## src/rtl/led_blink_pkg.sv

```systemverilog
// Shared constants, FSM state type and byte-merge helper for the LED blink controller.
package led_blink_pkg;

  localparam int PERIOD_W_DEF = 24;
  localparam int LEN_W        = 5;

  localparam logic [4:0] OFF_CTRL    = 5'h00;
  localparam logic [4:0] OFF_PERIOD  = 5'h04;
  localparam logic [4:0] OFF_PATTERN = 5'h08;
  localparam logic [4:0] OFF_BRIGHT  = 5'h0C;

  localparam int CTRL_START   = 0;
  localparam int CTRL_BUSY    = 0;
  localparam int CTRL_STOP    = 1;
  localparam int CTRL_LOOP    = 2;
  localparam int CTRL_DONE    = 3;
  localparam int CTRL_MANUAL  = 4;
  localparam int CTRL_LEN_LSB = 8;

  typedef enum logic {ST_IDLE, ST_RUN} state_e;

  // Apply byte strobes: strobed bytes take wdata, others keep the old value.
  function automatic logic [31:0] wmerge(input logic [31:0] old, input logic [31:0] wdata,
                                         input logic [3:0] wstrb);
    logic [31:0] r;
    for (int b = 0; b < 4; b++) r[8*b +: 8] = wstrb[b] ? wdata[8*b +: 8] : old[8*b +: 8];
    return r;
  endfunction

endpackage

```

## src/rtl/led_blink_if.sv

```systemverilog
// PicoSoC iomem bus bundle: master drives requests, slave returns ready/rdata.
interface led_blink_if;
  logic        iomem_valid;
  logic        iomem_ready;
  logic [3:0]  iomem_wstrb;
  logic [31:0] iomem_addr;
  logic [31:0] iomem_wdata;
  logic [31:0] iomem_rdata;

  modport master (output iomem_valid, iomem_wstrb, iomem_addr, iomem_wdata,
                  input  iomem_ready, iomem_rdata);
  modport slave  (input  iomem_valid, iomem_wstrb, iomem_addr, iomem_wdata,
                  output iomem_ready, iomem_rdata);
endinterface

```

## src/rtl/led_blink_timebase.sv

```systemverilog
// Loadable down-counter: ticks for one cycle at zero and reloads itself.
module led_blink_timebase #(
  parameter int W = 24
) (
  input  logic         clk,
  input  logic         resetn,
  input  logic         load_i,
  input  logic         en_i,
  input  logic [W-1:0] reload_i,
  output logic         tick_o
);
  logic [W-1:0] cnt_q;

  // A load on the same cycle as a zero count restarts instead of ticking.
  assign tick_o = en_i && !load_i && (cnt_q == '0);

  always_ff @(posedge clk) begin
    if (!resetn)               cnt_q <= '0;
    else if (load_i || tick_o) cnt_q <= reload_i;
    else if (en_i)             cnt_q <= cnt_q - W'(1);
  end
endmodule

```

## src/rtl/led_blink_ctrl.sv

```systemverilog
// IO-mapped LED pattern sequencer on the PicoSoC iomem bus.
// Define LED_BLINK_PWM_EN to add the BRIGHT register and PWM gating of the LED.
module led_blink_ctrl
  import led_blink_pkg::*;
#(
  parameter logic [31:0] ADDR_BASE = 32'h0300_0000,
  parameter int          PERIOD_W  = PERIOD_W_DEF
) (
  input  logic        clk,
  input  logic        resetn,
  led_blink_if.slave  bus,
  output logic        led,
  output logic        busy
);
  state_e               state_q, state_d;
  logic                 ready_q;
  logic [31:0]          rdata_q, rd_mux, ctrl_img, ctrl_wm, per_wm, pat_wm;
  logic                 loop_q, manual_q, done_q, done_d;
  logic [LEN_W-1:0]     len_q, sh_len_q, idx_q, idx_d;
  logic [PERIOD_W-1:0]  period_q, sh_per_q, per_m1;
  logic [31:0]          pattern_q, sh_pat_q;
  logic [2:0]           widx;
  logic                 sel_ctrl, sel_per, sel_pat, sel_bri;
  logic                 hit, acc, wr, rd, ctrl_start, ctrl_stop, sh_load, tick, led_log;
  logic                 unused_ok;

  assign widx     = bus.iomem_addr[4:2];
  assign sel_ctrl = (widx == OFF_CTRL[4:2]);
  assign sel_per  = (widx == OFF_PERIOD[4:2]);
  assign sel_pat  = (widx == OFF_PATTERN[4:2]);
`ifdef LED_BLINK_PWM_EN
  assign sel_bri  = (widx == OFF_BRIGHT[4:2]);
`else
  assign sel_bri  = 1'b0;
`endif

  // Only acknowledge when not already acking, so a held valid gets one ack.
  assign hit = bus.iomem_valid && (bus.iomem_addr[31:5] == ADDR_BASE[31:5])
            && (sel_ctrl || sel_per || sel_pat || sel_bri);
  assign acc = hit && !ready_q;
  assign wr  = acc && (bus.iomem_wstrb != 4'b0000);
  assign rd  = acc && (bus.iomem_wstrb == 4'b0000);

  assign ctrl_start = wr && sel_ctrl && bus.iomem_wstrb[0] && bus.iomem_wdata[CTRL_START];
  assign ctrl_stop  = wr && sel_ctrl && bus.iomem_wstrb[0] && bus.iomem_wdata[CTRL_STOP];

  assign busy   = (state_q == ST_RUN);
  assign per_m1 = (period_q == '0) ? '0 : period_q - PERIOD_W'(1);

  always_comb begin
    ctrl_img                             = '0;
    ctrl_img[CTRL_BUSY]                  = busy;
    ctrl_img[CTRL_LOOP]                  = loop_q;
    ctrl_img[CTRL_DONE]                  = done_q;
    ctrl_img[CTRL_MANUAL]                = manual_q;
    ctrl_img[CTRL_LEN_LSB +: LEN_W]      = len_q;
  end

  assign ctrl_wm = wmerge(ctrl_img, bus.iomem_wdata, bus.iomem_wstrb);
  assign per_wm  = wmerge(32'(period_q), bus.iomem_wdata, bus.iomem_wstrb);
  assign pat_wm  = wmerge(pattern_q, bus.iomem_wdata, bus.iomem_wstrb);
  assign unused_ok = ^{bus.iomem_addr[1:0], ctrl_wm, per_wm};

`ifdef LED_BLINK_PWM_EN
  logic [7:0]  bright_q, cnt_q;
  logic [31:0] bri_wm;
  logic        unused_pwm;

  assign bri_wm     = wmerge(32'(bright_q), bus.iomem_wdata, bus.iomem_wstrb);
  assign unused_pwm = ^bri_wm[31:8];

  always_ff @(posedge clk) begin
    if (!resetn) begin
      bright_q <= 8'hFF;
      cnt_q    <= '0;
    end else begin
      cnt_q <= cnt_q + 8'd1;
      if (wr && sel_bri) bright_q <= bri_wm[7:0];
    end
  end
`endif

  always_comb begin
    rd_mux = '0;
    if (sel_ctrl)     rd_mux = ctrl_img;
    else if (sel_per) rd_mux = 32'(period_q);
    else if (sel_pat) rd_mux = pattern_q;
`ifdef LED_BLINK_PWM_EN
    else if (sel_bri) rd_mux = 32'(bright_q);
`endif
  end

  led_blink_timebase #(.W(PERIOD_W)) u_presc (
    .clk      (clk),
    .resetn   (resetn),
    .load_i   (sh_load),
    .en_i     (busy),
    .reload_i (sh_load ? per_m1 : sh_per_q),
    .tick_o   (tick)
  );

  always_comb begin
    state_d = state_q;
    idx_d   = idx_q;
    done_d  = done_q;
    sh_load = 1'b0;
    if (rd && sel_ctrl) done_d = 1'b0;
    if (state_q == ST_RUN && tick) begin
      if (idx_q != sh_len_q) idx_d = idx_q + LEN_W'(1);
      else if (loop_q)       idx_d = '0;
      else begin
        state_d = ST_IDLE;
        done_d  = 1'b1;
      end
    end
    // STOP has priority over a START in the same write.
    if (ctrl_stop) begin
      state_d = ST_IDLE;
    end else if (ctrl_start) begin
      state_d = ST_RUN;
      idx_d   = '0;
      done_d  = 1'b0;
      sh_load = 1'b1;
    end
  end

  always_ff @(posedge clk) begin
    if (!resetn) begin
      state_q   <= ST_IDLE;
      ready_q   <= 1'b0;
      rdata_q   <= '0;
      loop_q    <= 1'b0;
      manual_q  <= 1'b0;
      done_q    <= 1'b0;
      len_q     <= '0;
      idx_q     <= '0;
      period_q  <= '0;
      pattern_q <= '0;
      sh_len_q  <= '0;
      sh_per_q  <= '0;
      sh_pat_q  <= '0;
    end else begin
      state_q <= state_d;
      idx_q   <= idx_d;
      done_q  <= done_d;
      ready_q <= acc;
      rdata_q <= rd ? rd_mux : '0;
      if (wr && sel_ctrl) begin
        loop_q   <= ctrl_wm[CTRL_LOOP];
        manual_q <= ctrl_wm[CTRL_MANUAL];
        len_q    <= ctrl_wm[CTRL_LEN_LSB +: LEN_W];
      end
      if (wr && sel_per) period_q  <= per_wm[PERIOD_W-1:0];
      if (wr && sel_pat) pattern_q <= pat_wm;
      if (sh_load) begin
        sh_pat_q <= pattern_q;
        sh_per_q <= per_m1;
        sh_len_q <= ctrl_wm[CTRL_LEN_LSB +: LEN_W];
      end
    end
  end

  assign bus.iomem_ready = ready_q;
  assign bus.iomem_rdata = rdata_q;

  assign led_log = busy ? sh_pat_q[idx_q] : manual_q;
`ifdef LED_BLINK_PWM_EN
  assign led = led_log & ((bright_q == 8'hFF) | (cnt_q < bright_q));
`else
  assign led = led_log;
`endif

endmodule
```

## src/flat_wrapper.sv

```systemverilog
// flat-port wrapper written by rule: the top's interface ports become plain ports
module led_blink_ctrl_flat import led_blink_pkg::*;
#(
  parameter logic [31:0] ADDR_BASE = 32'h0300_0000,
  parameter int          PERIOD_W  = PERIOD_W_DEF
)
  (clk, resetn, led, busy, bus_iomem_valid, bus_iomem_wstrb, bus_iomem_addr, bus_iomem_wdata, bus_iomem_ready, bus_iomem_rdata);
  led_blink_if bus_i ();
  input  logic clk;
  input  logic resetn;
  output logic led;
  output logic busy;
  input wire logic [$bits(bus_i.iomem_valid)-1:0] bus_iomem_valid;
  input wire logic [$bits(bus_i.iomem_wstrb)-1:0] bus_iomem_wstrb;
  input wire logic [$bits(bus_i.iomem_addr)-1:0] bus_iomem_addr;
  input wire logic [$bits(bus_i.iomem_wdata)-1:0] bus_iomem_wdata;
  output wire logic [$bits(bus_i.iomem_ready)-1:0] bus_iomem_ready;
  output wire logic [$bits(bus_i.iomem_rdata)-1:0] bus_iomem_rdata;
  assign bus_i.iomem_valid = bus_iomem_valid;
  assign bus_i.iomem_wstrb = bus_iomem_wstrb;
  assign bus_i.iomem_addr = bus_iomem_addr;
  assign bus_i.iomem_wdata = bus_iomem_wdata;
  assign bus_iomem_ready = bus_i.iomem_ready;
  assign bus_iomem_rdata = bus_i.iomem_rdata;
  led_blink_ctrl #(.ADDR_BASE(ADDR_BASE), .PERIOD_W(PERIOD_W)) u_core (.clk(clk), .resetn(resetn), .bus(bus_i), .led(led), .busy(busy));
endmodule
```

## config.mk

```make
export PLATFORM = sky130hd
export DESIGN_NAME = led_blink_ctrl_flat
export DESIGN_NICKNAME = d
export VERILOG_FILES = /design/src/rtl/led_blink_pkg.sv /design/src/rtl/led_blink_if.sv /design/src/rtl/led_blink_timebase.sv /design/src/rtl/led_blink_ctrl.sv /design/src/flat_wrapper.sv
export SDC_FILE = /design/constraint.sdc
export NUM_CORES = 1
export LEC_CHECK = 0
export BUFFER_PORTS_ARGS = -buffer_cell sky130_fd_sc_hd__buf_2
export CAP_MARGIN = 20
export CORE_MARGIN = 3
export CORE_UTILIZATION = 52
export DETAILED_ROUTE_END_ITERATION = 16
export PLACE_DENSITY_LB_ADDON = 0.08
export SLEW_MARGIN = 20
export SYNTH_ARGS = -nofsm -noshare
export SYNTH_HDL_FRONTEND = slang
export SYNTH_SLANG_ARGS = --single-unit
```

## constraint.sdc

```tcl
create_clock -name clk -period 2.6 [get_ports clk]
set_input_delay 0.39 -clock clk [delete_from_list [all_inputs] [get_ports clk]]
set_output_delay 0.39 -clock clk [all_outputs]
set_load 0.005 [all_outputs]
```

==> key figures <==
Power and ir drop
  – Clock share of power: 0.449
  – Combinational share of power: 0.034
  – Net Switching: 1260 uW
  – Total Power: 5560 uW
  – LEAKAGE: 0.00389 uW
  – Max IR drop VDD: 0.000530 V
  – Switch share: 0.226
  – Internal Power: 4300 uW
  – Flop pwr share: 0.517
  – Power Density: 563 nW/um^2

Global route
  – First-pass GRT wire length: 35,200 um
  – GRT overflow: 0
  – Top Usage Layer GRT: met2
  – Largest net degree at the start of global routing: 50
  – GRT Util Overall: 0.250
  – Vias in the first global route: 6,844
  – Met2 GRT Util: 0.406
  – Initial antenna violation count: 0
  – Met3 usage: 0.0498
  – Routing usage on met1: 0.344

Critical path
  – Worst setup path class: reg2out
  – R2R depth: 6
  – CP Capture Type: output port
  – Crit-path cells: buf_8 > mux4_2 > mux4_2 > mux2i_1 > buf_4 > a21oi_2 > buf_2
  – RR Startpoint: u_core.period_q[8]
  – Worst path most repeated cell: mux4_2
  – Max stage delay on crit path: 0.56 ns
  – Max Fanout on Critical Path: 6
  – Data required, critical path: 2.21 ns
  – Crit path max-delay cell type: mux4_2
  – RR Endpoint: u_core.u_presc.cnt_q[11]
  – Reg2Reg Setup Slack: 0.13 ns
  – CP arrival: 2.43 ns
  – CP Launch Type: register

CTS
  – Worst skew pair latency: 0.43 ns
  – Sink Count: 188
  – Total CTS buffers: 17
  – TritonCTS clock tree: done
  – Clk pin slew, worst setup/hold paths: 0.07 ns
  – CTS H-tree lvls: 4
  – # Post-CTS Setup Buffers: 0
  – CTS Root Cell: clkbuf_16
  – Max clock buf depth: 2

STA
  – Worst-Margin Slew: 0.752 ns
  – RSZ-0062 raised after global routing: yes
  – Number of slew-limit violations in the final report: 0
  – Endpoints failing setup: 1
  – Maximum clock frequency: 354 MHz
  – Rel. slew slack: 0.494
  – Final clock skew: 0.0128 ns
  – Setup tns final: -0.224 ns
  – Final WS setup: -0.224 ns
  – Final period util: 1.09
  – Final min period: 2.82 ns
  – Fin. Hold Viols: 0

Yosys
  – Post-Syn Area: 8150 sq um
  – Syn_nets: 1,052
  – Area leader, netlist: dfxtp_1
  – Synth warnings: 0
  – Top-count cell post-synth: dfxtp_1
  – Mapped Cells: 978
  – Compound-Gate Fraction of Synth Area: 0.156
  – Synth Area in Adders: 0.00461
  – Post-synthesis mux area share: 0.0499
  – Seq/Total Area, Yosys: 0.462
  – Dominant synthesized flop cell: dfxtp_1
  – Ys async rst share: 0
  – Main combinational cell family by area after synthesis: simple AND/OR/NAND/NOR gates
  – Top-area cell type share of the netlist area: 0.462
  – EDFF count, synth: 0
  – Synth Register Bits: 188
  – Mean Syn Cell Area: 8.33 sq um
  – Synth unique cells: 58
  – Synth Area in XOR/XNOR: 0.0473
  – Top post-synthesis cells by area: dfxtp_1 46%, nand2_1 8.1%, a21oi_1 6.1%
  – Simple-gate share of the synthesized area: 0.242
  – Commonest cells post-synth: 188 x dfxtp_1, 176 x nand2_1, 100 x a21oi_1, 67 x nand3_1, 66 x nor2_1

Placement
  – Post-DP HPWL: 16,000 um
  – Final GP Congestion: 0.859
  – Port buffer count: 103
  – Placed insts: 1,298
  – DP Area: 9310 sq um
  – Pre-CTS setup slack: -0.346 ns

Die
  – IO Pins: 106
  – Rows: 45
  – Die Span Y: 131 um
  – Die area: 17,200 sq um
  – Die X: 131 um
  – Initial Util: 0.534
  – CORE AREA: 15,300 sq um

Routing
  – Initial DRT Pass Iterations: 6
  – Routed wire length: 21,900 um
  – Routed Antenna Nets: 0
  – Wire per inst: 16.4 um
  – Residual DRC: 0
  – DR iter-0 viols: 526
  – DR vias/cell: 5.56
  – Vias: 7,393

Status
  – Status: complete, but fails checks
  – Violated checks: setup timing

Min path
  – Worst hold path cell count: 3
  – Min-delay src: bus_iomem_wdata[27]
  – Hold/Removal Path Class: in2reg
  – Hold Path End: u_core.pattern_q[27]

Final layout
  – Final Non-Filler Cells: 1,329
  – Final #Nets: 1,180
  – Share of layout cells above drive strength 1: 0.213
  – Area Growth Syn to Fin: 21.4%
  – Antenna Cells: 0
  – Design Area, Final: 9890 sq um

Flow run
  – Max Cap Viol: 0
[worst max-delay path by stage]
stage	from	endpoint	slack, ns	cells past startpoint
2_1_floorplan	bus_iomem_addr[4]	u_core.sh_per_q[10]	0.09	8
3_3_place_gp	bus_iomem_addr[4]	u_core.u_presc.cnt_q[17]	-0.29	8
3_5_place_dp	bus_iomem_addr[4]	u_core.u_presc.cnt_q[18]	-0.35	8
4_1_cts	u_core.idx_q[0]	led	-0.24	7
5_1_grt	u_core.idx_q[0]	led	-0.30	7
6_report	u_core.idx_q[0]	led	-0.22	7
[registers in the layout, summed over array words and instances, names as in the netlist, 5 cells and up]
name,flops
u_core.bus.iomem_rdata,32
u_core.idx_q,5
u_core.len_q,5
u_core.pattern_q,32
u_core.period_q,24
u_core.sh_len_q,5
u_core.sh_pat_q,32
u_core.sh_per_q,24
u_core.u_presc.cnt_q,24
[layout make-up]
| class | instances | area (sq um) |
|---|---|---|
| flip-flops and latches | 188 | 3760 |
| repair buffers | 176 | 1160 |
| fillers | 1378 | 5370 |
| multi-input cells | 713 | 4100 |
| clock inverters | 12 | 115 |
| well taps | 211 | 264 |
| clock buffers | 19 | 443 |
| inverters | 10 | 37.5 |
[layer usage]
metal | share of wire | vias to the layer above
met5 | 0 | -
met4 | 0.015 | 0
met3 | 0.044 | 33
met2 | 0.47 | 169
met1 | 0.47 | 3511
li1 | - | 3680
[kinds of logic (layout without fill, tap and decap cells)]
family,count (synthesis),after routing
xor+xnor,44,44
simple gates,417,417
flops,188,188
compound gates,221,221
buf+inv,77,217
mux,28,28
fa+ha+maj,3,3
[worst max-delay path, delay by kind of cell (launching register included)]
family / cells / cell delay, ns
AO/OA/AOI/OAI: 1 / 0.04
flip-flops: 1 / 0.35
buffers and inverters: 3 / 0.42
multiplexers: 3 / 1.18
[stage by stage]
step,util,hold WS [ns]
2_1_floorplan,-,0.429
3_3_place_gp,0.610,0.435
3_5_place_dp,0.610,0.442
4_1_cts,0.648,0.194
5_1_grt,0.648,0.201
6_report,0.648,0.204
[repair_timing]
action                                  4_1_cts  5_1_grt
gates resized for setup                       5        2
hold endpoints to repair                      0        0
pin swaps                                     1        0
hold buffers                                  0        0
endpoints found under the setup margin        1        4
[cell usage in the layout, fill, tap and decap left out, types with 3 or more instances in the layout]
cell       synthesis  routed
a211o_1            3       3
a211oi_1           6       6
a21oi_1          100      99
a22oi_1           15      15
and2_1            10      10
buf_12             0       7
buf_2             10     103
buf_4              2      64
clkbuf_16          0      17
clkinv_2           0       3
dfxtp_1          188     187
ha_1               3       3
inv_1              9       9
inv_6              0       3
mux2i_1           17      17
mux4_2            10      10
nand2_1          176     176
nand2b_1           4       4
nand3_1           67      67
nand3_2            3       3
nand3b_1           3       3
nand4_1            7       7
nor2_1            66      66
nor2b_1            4       4
nor3_1            17      17
nor3b_1            6       5
nor4_1            14      13
o211ai_1          16      16
o21ai_0           65      65
o21ai_1            3       3
or2_2              4       4
or3_1             10      10
or4_1             13      12
xnor2_1           21      21
xor2_1            23      23
[power groups by stage]
stage	clock (uW)	combinational [uW]	sequential, uW
after floorplan	0	82.8	2940
after detailed placement	0	185	2940
after global routing	2660	203	2880
final	2500	188	2880
after global placement	0	184	2940
after CTS	2540	186	2880
Power figures use the tool's default switching activity.
